### src/rtl/stack_alu_pkg.sv
// Shared types and constants for the stack-machine ALU.
package stack_alu_pkg;

  // Cycles from pop request to valid top-of-stack data
  localparam int unsigned RD_LAT = 2;
  localparam int unsigned LAT_W  = 2;

  typedef enum logic [2:0] {
    OP_ADD = 3'd0,
    OP_SUB = 3'd1,
    OP_AND = 3'd2,
    OP_OR  = 3'd3,
    OP_XOR = 3'd4,
    OP_SHL = 3'd5,
    OP_SAR = 3'd6,
    OP_CMP = 3'd7
  } alu_op_e;

  typedef enum logic [3:0] {
    ST_IDLE,
    ST_POP1,
    ST_WAIT1,
    ST_LD1,
    ST_POP2,
    ST_WAIT2,
    ST_LD2,
    ST_EXEC,
    ST_PUSH,
    ST_DONE
  } alu_state_e;

  typedef struct packed {
    logic z;
    logic s;
    logic c;
    logic v;
  } alu_flags_t;

endpackage

### src/rtl/stack_alu_core.sv
// Combinational datapath: result and flags for one opcode.
module stack_alu_core
  import stack_alu_pkg::*;
#(
  parameter int unsigned DATA_LEN = 8,
  parameter int unsigned SH_W     = $clog2(DATA_LEN)
) (
  input  alu_op_e             op,
  input  logic [DATA_LEN-1:0] op1,
  input  logic [DATA_LEN-1:0] op2,
  output logic [DATA_LEN-1:0] result,
  output alu_flags_t          flags
);

  localparam int unsigned MSB = DATA_LEN - 1;

  logic [SH_W-1:0]          sh;
  logic [DATA_LEN:0]        sum_w;
  logic [DATA_LEN:0]        dif_w;
  logic [DATA_LEN:0]        shl_w;
  logic signed [DATA_LEN:0] sar_in;
  logic signed [DATA_LEN:0] sar_w;

  // Extra bit on each side of the shifters catches the last bit shifted out
  always_comb begin
    sh     = op1[SH_W-1:0];
    sum_w  = {1'b0, op2} + {1'b0, op1};
    dif_w  = {1'b0, op2} - {1'b0, op1};
    shl_w  = {1'b0, op2} << sh;
    sar_in = {op2, 1'b0};
    sar_w  = sar_in >>> sh;
    result = '0;
    flags  = '0;
    case (op)
      OP_ADD: begin
        result  = sum_w[MSB:0];
        flags.c = sum_w[DATA_LEN];
        flags.v = (op2[MSB] == op1[MSB]) && (sum_w[MSB] != op2[MSB]);
      end
      OP_SUB, OP_CMP: begin
        result  = dif_w[MSB:0];
        flags.c = dif_w[DATA_LEN];
        flags.v = (op2[MSB] != op1[MSB]) && (dif_w[MSB] != op2[MSB]);
      end
      OP_AND: result = op2 & op1;
      OP_OR:  result = op2 | op1;
      OP_XOR: result = op2 ^ op1;
      OP_SHL: begin
        result  = shl_w[MSB:0];
        flags.c = shl_w[DATA_LEN];
      end
      OP_SAR: begin
        result  = sar_w[DATA_LEN:1];
        flags.c = sar_w[0];
      end
      default: result = '0;
    endcase
    flags.z = (result == '0);
    flags.s = result[MSB];
  end

endmodule

### src/rtl/stack_alu_gen.sv
// Stack-machine ALU: pops two operands, executes, pushes result, updates flags.
module stack_alu_gen
  import stack_alu_pkg::*;
#(
  parameter int unsigned DATA_LEN = 8,
  parameter int unsigned SH_W     = $clog2(DATA_LEN)
) (
  input  logic                clk,
  input  logic                rstn,
  input  logic                en,
  input  logic [2:0]          op,
  input  logic [DATA_LEN-1:0] stk_data_out,
  input  logic                stk_empty,
  output logic                stk_pop,
  output logic                stk_push,
  output logic [DATA_LEN-1:0] stk_data_in,
  output logic                z_flag,
  output logic                s_flag,
  output logic                c_flag,
  output logic                v_flag,
  output logic                err,
  output logic                busy,
  output logic                fin_sig
);

  alu_state_e          state_q, state_d;
  alu_op_e             op_q, op_d;
  logic [DATA_LEN-1:0] op1_q, op1_d, op2_q, op2_d, res_q, res_d;
  alu_flags_t          fnext_q, fnext_d, flags_q, flags_d;
  logic [LAT_W-1:0]    lat_q, lat_d;
  logic                uf_q, uf_d;
  logic                pop_d, push_d, err_d, busy_d, fin_d;
  logic [DATA_LEN-1:0] din_d;
  logic [DATA_LEN-1:0] core_res;
  alu_flags_t          core_flags;

  stack_alu_core #(
    .DATA_LEN (DATA_LEN),
    .SH_W     (SH_W)
  ) u_core (
    .op     (op_q),
    .op1    (op1_q),
    .op2    (op2_q),
    .result (core_res),
    .flags  (core_flags)
  );

  assign z_flag = flags_q.z;
  assign s_flag = flags_q.s;
  assign c_flag = flags_q.c;
  assign v_flag = flags_q.v;

  // State, datapath and output registers
  always_ff @(posedge clk or negedge rstn) begin
    if (!rstn) begin
      state_q     <= ST_IDLE;
      op_q        <= OP_ADD;
      op1_q       <= '0;
      op2_q       <= '0;
      res_q       <= '0;
      fnext_q     <= '0;
      flags_q     <= '0;
      lat_q       <= '0;
      uf_q        <= 1'b0;
      stk_pop     <= 1'b0;
      stk_push    <= 1'b0;
      stk_data_in <= '0;
      err         <= 1'b0;
      busy        <= 1'b0;
      fin_sig     <= 1'b0;
    end else begin
      state_q     <= state_d;
      op_q        <= op_d;
      op1_q       <= op1_d;
      op2_q       <= op2_d;
      res_q       <= res_d;
      fnext_q     <= fnext_d;
      flags_q     <= flags_d;
      lat_q       <= lat_d;
      uf_q        <= uf_d;
      stk_pop     <= pop_d;
      stk_push    <= push_d;
      stk_data_in <= din_d;
      err         <= err_d;
      busy        <= busy_d;
      fin_sig     <= fin_d;
    end
  end

  // Next-state and next-output logic; underflow jumps straight to DONE
  always_comb begin
    state_d = state_q;
    op_d    = op_q;
    op1_d   = op1_q;
    op2_d   = op2_q;
    res_d   = res_q;
    fnext_d = fnext_q;
    flags_d = flags_q;
    lat_d   = lat_q;
    uf_d    = uf_q;
    pop_d   = 1'b0;
    push_d  = 1'b0;
    din_d   = stk_data_in;
    err_d   = err;
    busy_d  = (state_q != ST_IDLE);
    fin_d   = 1'b0;
    case (state_q)
      ST_IDLE: begin
        if (en) begin
          op_d    = alu_op_e'(op);
          err_d   = 1'b0;
          uf_d    = 1'b0;
          state_d = ST_POP1;
        end
      end
      ST_POP1, ST_POP2: begin
        if (stk_empty) begin
          uf_d    = 1'b1;
          state_d = ST_DONE;
        end else begin
          pop_d   = 1'b1;
          lat_d   = LAT_W'(RD_LAT - 2);
          state_d = (state_q == ST_POP1) ? ST_WAIT1 : ST_WAIT2;
        end
      end
      ST_WAIT1, ST_WAIT2: begin
        if (lat_q == '0) begin
          state_d = (state_q == ST_WAIT1) ? ST_LD1 : ST_LD2;
        end else begin
          lat_d = lat_q - LAT_W'(1);
        end
      end
      ST_LD1: begin
        op1_d   = stk_data_out;
        state_d = ST_POP2;
      end
      ST_LD2: begin
        op2_d   = stk_data_out;
        state_d = ST_EXEC;
      end
      ST_EXEC: begin
        res_d   = core_res;
        fnext_d = core_flags;
        state_d = ST_PUSH;
      end
      ST_PUSH: begin
        flags_d = fnext_q;
        if (op_q != OP_CMP) begin
          push_d = 1'b1;
          din_d  = res_q;
        end
        state_d = ST_DONE;
      end
      ST_DONE: begin
        fin_d   = 1'b1;
        err_d   = uf_q;
        state_d = ST_IDLE;
      end
      default: state_d = ST_IDLE;
    endcase
  end

endmodule

### config.mk
export PLATFORM = sky130hd
export DESIGN_NAME = stack_alu_gen
export DESIGN_NICKNAME = d
export VERILOG_FILES = /design/src/rtl/stack_alu_pkg.sv /design/src/rtl/stack_alu_core.sv /design/src/rtl/stack_alu_gen.sv
export SDC_FILE = /design/constraint.sdc
export NUM_CORES = 1
export LEC_CHECK = 0
export BUFFER_PORTS_ARGS = -buffer_cell sky130_fd_sc_hd__buf_2
export CORE_UTILIZATION = 60
export DETAILED_ROUTE_END_ITERATION = 12
export PLACE_DENSITY = 0.8
export SKIP_LAST_GASP = 1
export SLEW_MARGIN = 20
export SYNTH_ARGS = -nofsm -noshare
export SYNTH_HDL_FRONTEND = slang
export SYNTH_SLANG_ARGS = --single-unit
### constraint.sdc
create_clock -name clk -period 3.35 [get_ports clk]
set_input_delay 0.335 -clock clk [delete_from_list [all_inputs] [get_ports clk]]
set_output_delay 0.335 -clock clk [all_outputs]
set_load 0.02 [all_outputs]
==> results.sh, run 1 <==
export IMPL_outcome="finished, final reports clean"
export IMPL_synth_edf_count=0
export IMPL_critPathKind="register to register"
export IMPL_slowest_stage="dfrtp_1"
export IMPL_path_cells="inv_2, ha_1, inv_1, a21oi_1, o31a_1, o31a_1, nand2b_1, nand4b_1, nand2_2, mux2_2"
export IMPL_layout_min_cycle_time_ps=2800
export IMPL_cts_sinks=54
export IMPL_dp_hpwl_mm=7.27
export IMPL_drc=0
export IMPL_yosysMostFrequentCell="nand2_1"
export IMPL_clock_path_buffers=2
export IMPL_grt_max_degree=30
export IMPL_setup_viol=0
export IMPL_fmax_mhz=357
export IMPL_max_cap_violations=0
export IMPL_cp_end_kind="register"
export IMPL_gp_congestion=0.967
export IMPL_rows=29
export IMPL_slew_viol_final=0
export IMPL_path_clk_slew_ps=110
export IMPL_ant_nets=0
export IMPL_arrival_ps=3020
export IMPL_clkLatencyLatePin_ps=320
export IMPL_relSlewSlack_pct=55.2
export IMPL_cts_setup_buffers=0
export IMPL_core_area_um2=6310
export IMPL_n_antenna_cell=0
export IMPL_rsz0062_at_grt="no"
export IMPL_worstSetupStartpoint="op1_q[2]$_DFFE_PN0N_"
export IMPL_die_w_um=82.8
export IMPL_synth_nets=484
export IMPL_crit_path_frequent_cell="o31a_1"
export IMPL_async_reset_ff_share_pct=100
export IMPL_root_buffer="clkbuf_8"
export IMPL_htreeDepth=2
export IMPL_r2r_cells=10
export IMPL_fp_dieH_um=82.8
export IMPL_floorplan_initialDensity_pct=62.0
export IMPL_synth_main_ff_cell="dfrtp_1"
export IMPL_yosys_top_cells_count="nand2_1 (82), dfrtp_1 (54), o21ai_0 (40)"
export IMPL_grtUsageTotal_pct=29.9
export IMPL_fin_skew_ps=9.54
export IMPL_drive_gt1_share_pct=17.4
export IMPL_cp_max_fo=14
export IMPL_dr_pass1_iters=6
export IMPL_crit_buf_inv=2
export IMPL_ys_warnings_count=0
export IMPL_synth_top_cell_by_area="dfrtp_1"
export IMPL_postRouteWirelength_mm=9.65
export IMPL_num_io_pins=32
export IMPL_globalRouteOverflowTotal=0
export IMPL_port_buffers=31
export IMPL_reg2reg_to="res_q[7]$_DFFE_PN0N_"
export IMPL_cp_top_family="compound AO/OA/AOI/OAI gates"
export IMPL_reg2reg_from="op1_q[2]$_DFFE_PN0N_"
export IMPL_synth_top_area_share_pct=34.5
export IMPL_cts_resized_gates=0
export IMPL_required_ps=3570
export IMPL_yosysUniqueCellTypes=67
export IMPL_cts_buffers=5
export IMPL_drt_iter0_markers=468
export IMPL_synthTopCellsByArea="dfrtp_1 (35%), ha_1 (8.3%), nand2_1 (7.9%)"
export IMPL_max_stage_delay_ps=640
export IMPL_finalHoldViolCount=0
export IMPL_antenna_found_initial=0
export IMPL_seq_area_frac_synth_pct=34.5
export IMPL_fp_dieArea_um2=6850
export IMPL_grt_pass1_vias=3020
export IMPL_ys_ff_latch=54
export IMPL_fin_crit_sh_pct=83.6
export IMPL_fillers=530
export IMPL_worst_pin_slew_ps=668
export IMPL_netlist_area_um2=3910
export IMPL_post_drt_via_cell_ratio=6.21
export IMPL_cts_hold_buffers_added=0
export IMPL_r2r_slack_ps=550
export IMPL_vias=3373
export IMPL_final_util_pct=66.9
export IMPL_grt_pass1_wl_mm=15.1
export IMPL_cp_start_kind="register"
export IMPL_design_area_um2=4220
export IMPL_avgSynthCellArea_um2=8.87
export IMPL_fin_nets=508
export IMPL_area_growth_pct=7.93
export IMPL_cts_tree="built"
export IMPL_placed_area_um2=4110
export IMPL_hp_class="primary input to asynchronous set/reset pin"
export IMPL_fin_hold_ws_ps=8.39
export IMPL_synth_cells=441
export IMPL_wl_per_cell_um=17.8
export IMPL_setup_tns_final_ps=0
-- cell usage in the layout (no fill, tap or decap), drive strengths merged, types with 4 or more instances in the layout --
cell type	Yosys	layout
nor3	15	15
nand3	10	10
dfrtp	54	54
mux4	9	9
nor2	18	18
nor2b	6	6
clkbuf	14	5
mux2	11	11
mux2i	9	9
a21oi	26	26
o21ai	43	43
ha	26	26
o22ai	6	6
inv	30	32
nand2	83	83
or3	4	4
a221oi	5	5
buf	11	42
-- sequential cells by signal, indices dropped and copies added (netlist names), 2 cells and up --
signal	cells
op1_q	8
op2_q	8
res_q	8
stk_data_in	8
state_q	4
fnext_q	3
op_q	3
lat_q	2
-- how the worst max path moves through the flow --
stage,end,slack [ps],cells after the start
global placement,res_q[7]$_DFFE_PN0N_,720,10
floorplan,res_q[7]$_DFFE_PN0N_,690,12
detailed placement,res_q[7]$_DFFE_PN0N_,600,10
CTS,res_q[7]$_DFFE_PN0N_,590,10
global route,res_q[7]$_DFFE_PN0N_,350,10
finish,res_q[7]$_DFFE_PN0N_,550,10
-- kinds of logic (layout without fill, tap and decap cells) --
kind of cell	count (synthesis)	in the layout	synth area share [%]
flip-flops	54	54	34.5
AO/OA/AOI/OAI	120	120	20.1
multiplexers	29	29	10.8
XOR/XNOR	3	3	0.672
buffers and inverters	56	81	6.72
AND/OR/NAND/NOR	151	151	17.7
adder cells (fa/ha/maj)	28	28	9.34
-- metal layers --
metal / share of wire (%) / global-route usage [%]
met5: 0 / 0
met4: 3.0 / 11.0
met3: 7.6 / 5.38
met2: 45 / 46.7
met1: 44 / 41.3
-- stage by stage --
stage / cells / setup slack, ps
final: 543 / 550
after global routing: 543 / 354
after CTS: 543 / 592
after detailed placement: 535 / 603
after global placement: 535 / 719
after floorplan: 441 / 692
-- area by class of cell --
type	instances	area, um^2	area share, %
Timing Repair Buffer	42	238	5.63
Clock buffer	5	68.8	1.63
Tap cell	77	96.3	2.28
Clock inverter	3	47.5	1.13
Sequential cell	54	1350	32.0
Multi-Input combinational cell	331	2300	54.6
Inverter	31	116	2.76
Power of run 1 is left out: the tool's default activity adds up to more than one toggle a clock period on the data nets, which glitch-free logic cannot reach.
==> run 2, diff against run 1 <==
clock period = 2.7 ns   (was 3.35 ns; I/O delays follow)
==> run 2 against run 1 <==
Against the previous run:
- utilization rose by 2.1 points
- final cell count rose by 2.8%
- critical path depth rose by 1
- worst hold slack improved by 80 ps
- via count rose by 3.6%
- count of clock-buffer cells in the layout did not move
- fmax rose by 5.9%
- sequential share of layout area fell by 0.95 points
- largest cell class unchanged
==> results.sh, run 2 (synthesis results as in run 1) <==
export IMPL_cts_sinks=54
export IMPL_setup_tns_final_ps=0
export IMPL_fp_dieArea_um2=6850
export IMPL_clkLatencyLatePin_ps=310
export IMPL_postRouteWirelength_mm=10.1
export IMPL_ant_nets=0
export IMPL_required_ps=2920
export IMPL_globalRouteOverflowTotal=0
export IMPL_drive_gt1_share_pct=21.0
export IMPL_cp_end_kind="register"
export IMPL_finalHoldViolCount=0
export IMPL_root_buffer="clkbuf_8"
export IMPL_arrival_ps=2870
export IMPL_worst_pin_slew_ps=931
export IMPL_r2r_slack_ps=50
export IMPL_num_io_pins=32
export IMPL_path_clk_slew_ps=100
export IMPL_final_util_pct=69.0
export IMPL_dp_hpwl_mm=7.84
export IMPL_outcome="finished, final reports clean"
export IMPL_wl_per_cell_um=18.1
export IMPL_antenna_found_initial=0
export IMPL_drt_iter0_markers=273
export IMPL_layout_common_cells="nand2_1 (82), dfrtp_1 (53), o21ai_0 (39), buf_2 (31), inv_1 (28)"
export IMPL_fp_dieH_um=82.8
export IMPL_fmax_mhz=378
export IMPL_reg2reg_from="op2_q[0]$_DFFE_PN0N_"
export IMPL_port_buffers=31
export IMPL_post_drt_via_cell_ratio=6.26
export IMPL_relSlewSlack_pct=37.9
export IMPL_layout_min_cycle_time_ps=2650
export IMPL_cp_max_fo=5
export IMPL_cts_tree="built"
export IMPL_grtUsageTotal_pct=32.2
export IMPL_gp_congestion=0.962
export IMPL_grt_pass1_vias=3189
export IMPL_max_cap_violations=0
export IMPL_n_antenna_cell=0
export IMPL_core_area_um2=6310
export IMPL_layout_commonest_cell="nand2_1"
export IMPL_dr_pass1_iters=5
export IMPL_grt_max_degree=42
export IMPL_setup_viol=0
export IMPL_area_growth_pct=11.4
export IMPL_fin_nets=523
export IMPL_rsz0062_at_grt="yes"
export IMPL_fin_skew_ps=10.7
export IMPL_r2r_cells=11
export IMPL_cts_setup_buffers=0
export IMPL_hp_class="primary input to asynchronous set/reset pin"
export IMPL_worstSetupStartpoint="op2_q[0]$_DFFE_PN0N_"
export IMPL_grt_pass1_wl_mm=16.2
export IMPL_reg2reg_to="fnext_q[1]$_DFFE_PN0N_"
export IMPL_clock_path_buffers=2
export IMPL_slew_viol_final=0
export IMPL_fin_hold_ws_ps=88.8
export IMPL_fin_crit_sh_pct=98.0
export IMPL_cp_start_kind="register"
export IMPL_floorplan_initialDensity_pct=62.0
export IMPL_drc=0
export IMPL_rows=29
export IMPL_vias=3494
export IMPL_cts_buffers=5
export IMPL_critPathKind="register to register"
export IMPL_htreeDepth=2
export IMPL_die_w_um=82.8
export IMPL_cts_hold_buffers_added=0
-- run 2: worst max-delay path: stages (launching register included) --
cell      delay, ps
dfrtp_1         360
buf_4           130
ha_1            160
inv_1            60
fa_1            410
o21bai_1        170
a21oi_1         130
o31ai_1         430
a21o_1          210
a21oi_1          70
o2111a_1        240
o21ai_0         190
-- run 2: worst max path at each step --
stage | endpoint | slack [ps]
2_1_floorplan | res_q[7]$_DFFE_PN0N_ | 40
3_3_place_gp | fnext_q[1]$_DFFE_PN0N_ | 150
3_5_place_dp | fnext_q[1]$_DFFE_PN0N_ | 60
4_1_cts | fnext_q[1]$_DFFE_PN0N_ | 40
5_1_grt | fnext_q[3]$_DFFE_PN0N_ | -20
6_report | fnext_q[1]$_DFFE_PN0N_ | 50
-- run 2: stage by stage --
| step | instances | instance area, um^2 | setup slack, ps |
|---|---|---|---|
| final | 558 | 4360 | 54.9 |
| after global routing | 558 | 4360 | -21.8 |
| after CTS | 558 | 4340 | 35.9 |
| after detailed placement | 550 | 4220 | 57.0 |
| after global placement | 550 | 4220 | 151 |
| after floorplan | 441 | 3910 | 42.0 |
-- run 2: final cells by class --
| type | instances | area (um^2) |
|---|---|---|
| flip-flops and latches | 54 | 1350 |
| inverters | 31 | 116 |
| well taps | 77 | 96.3 |
| fillers | 530 | 1960 |
| clock inverters | 3 | 47.5 |
| repair buffers | 57 | 354 |
| clock buffers | 5 | 68.8 |
| multi-input cells | 331 | 2320 |
-- run 2: what timing repair did --
action	4_1_cts	5_1_grt
resized for setup	0	7
hold endpoints to repair	0	0
endpoints found under the setup margin	0	4
-- run 2: routing by layer --
layer / global-route usage, % / vias up / wire length [um]
li1: - / 1650 / -
met1: 44.4 / 1673 / 4490
met2: 51.1 / 144 / 4730
met3: 4.95 / 27 / 588
met4: 11.2 / 0 / 307
met5: 0 / - / 0
Power of run 2 is left out for the same reason.
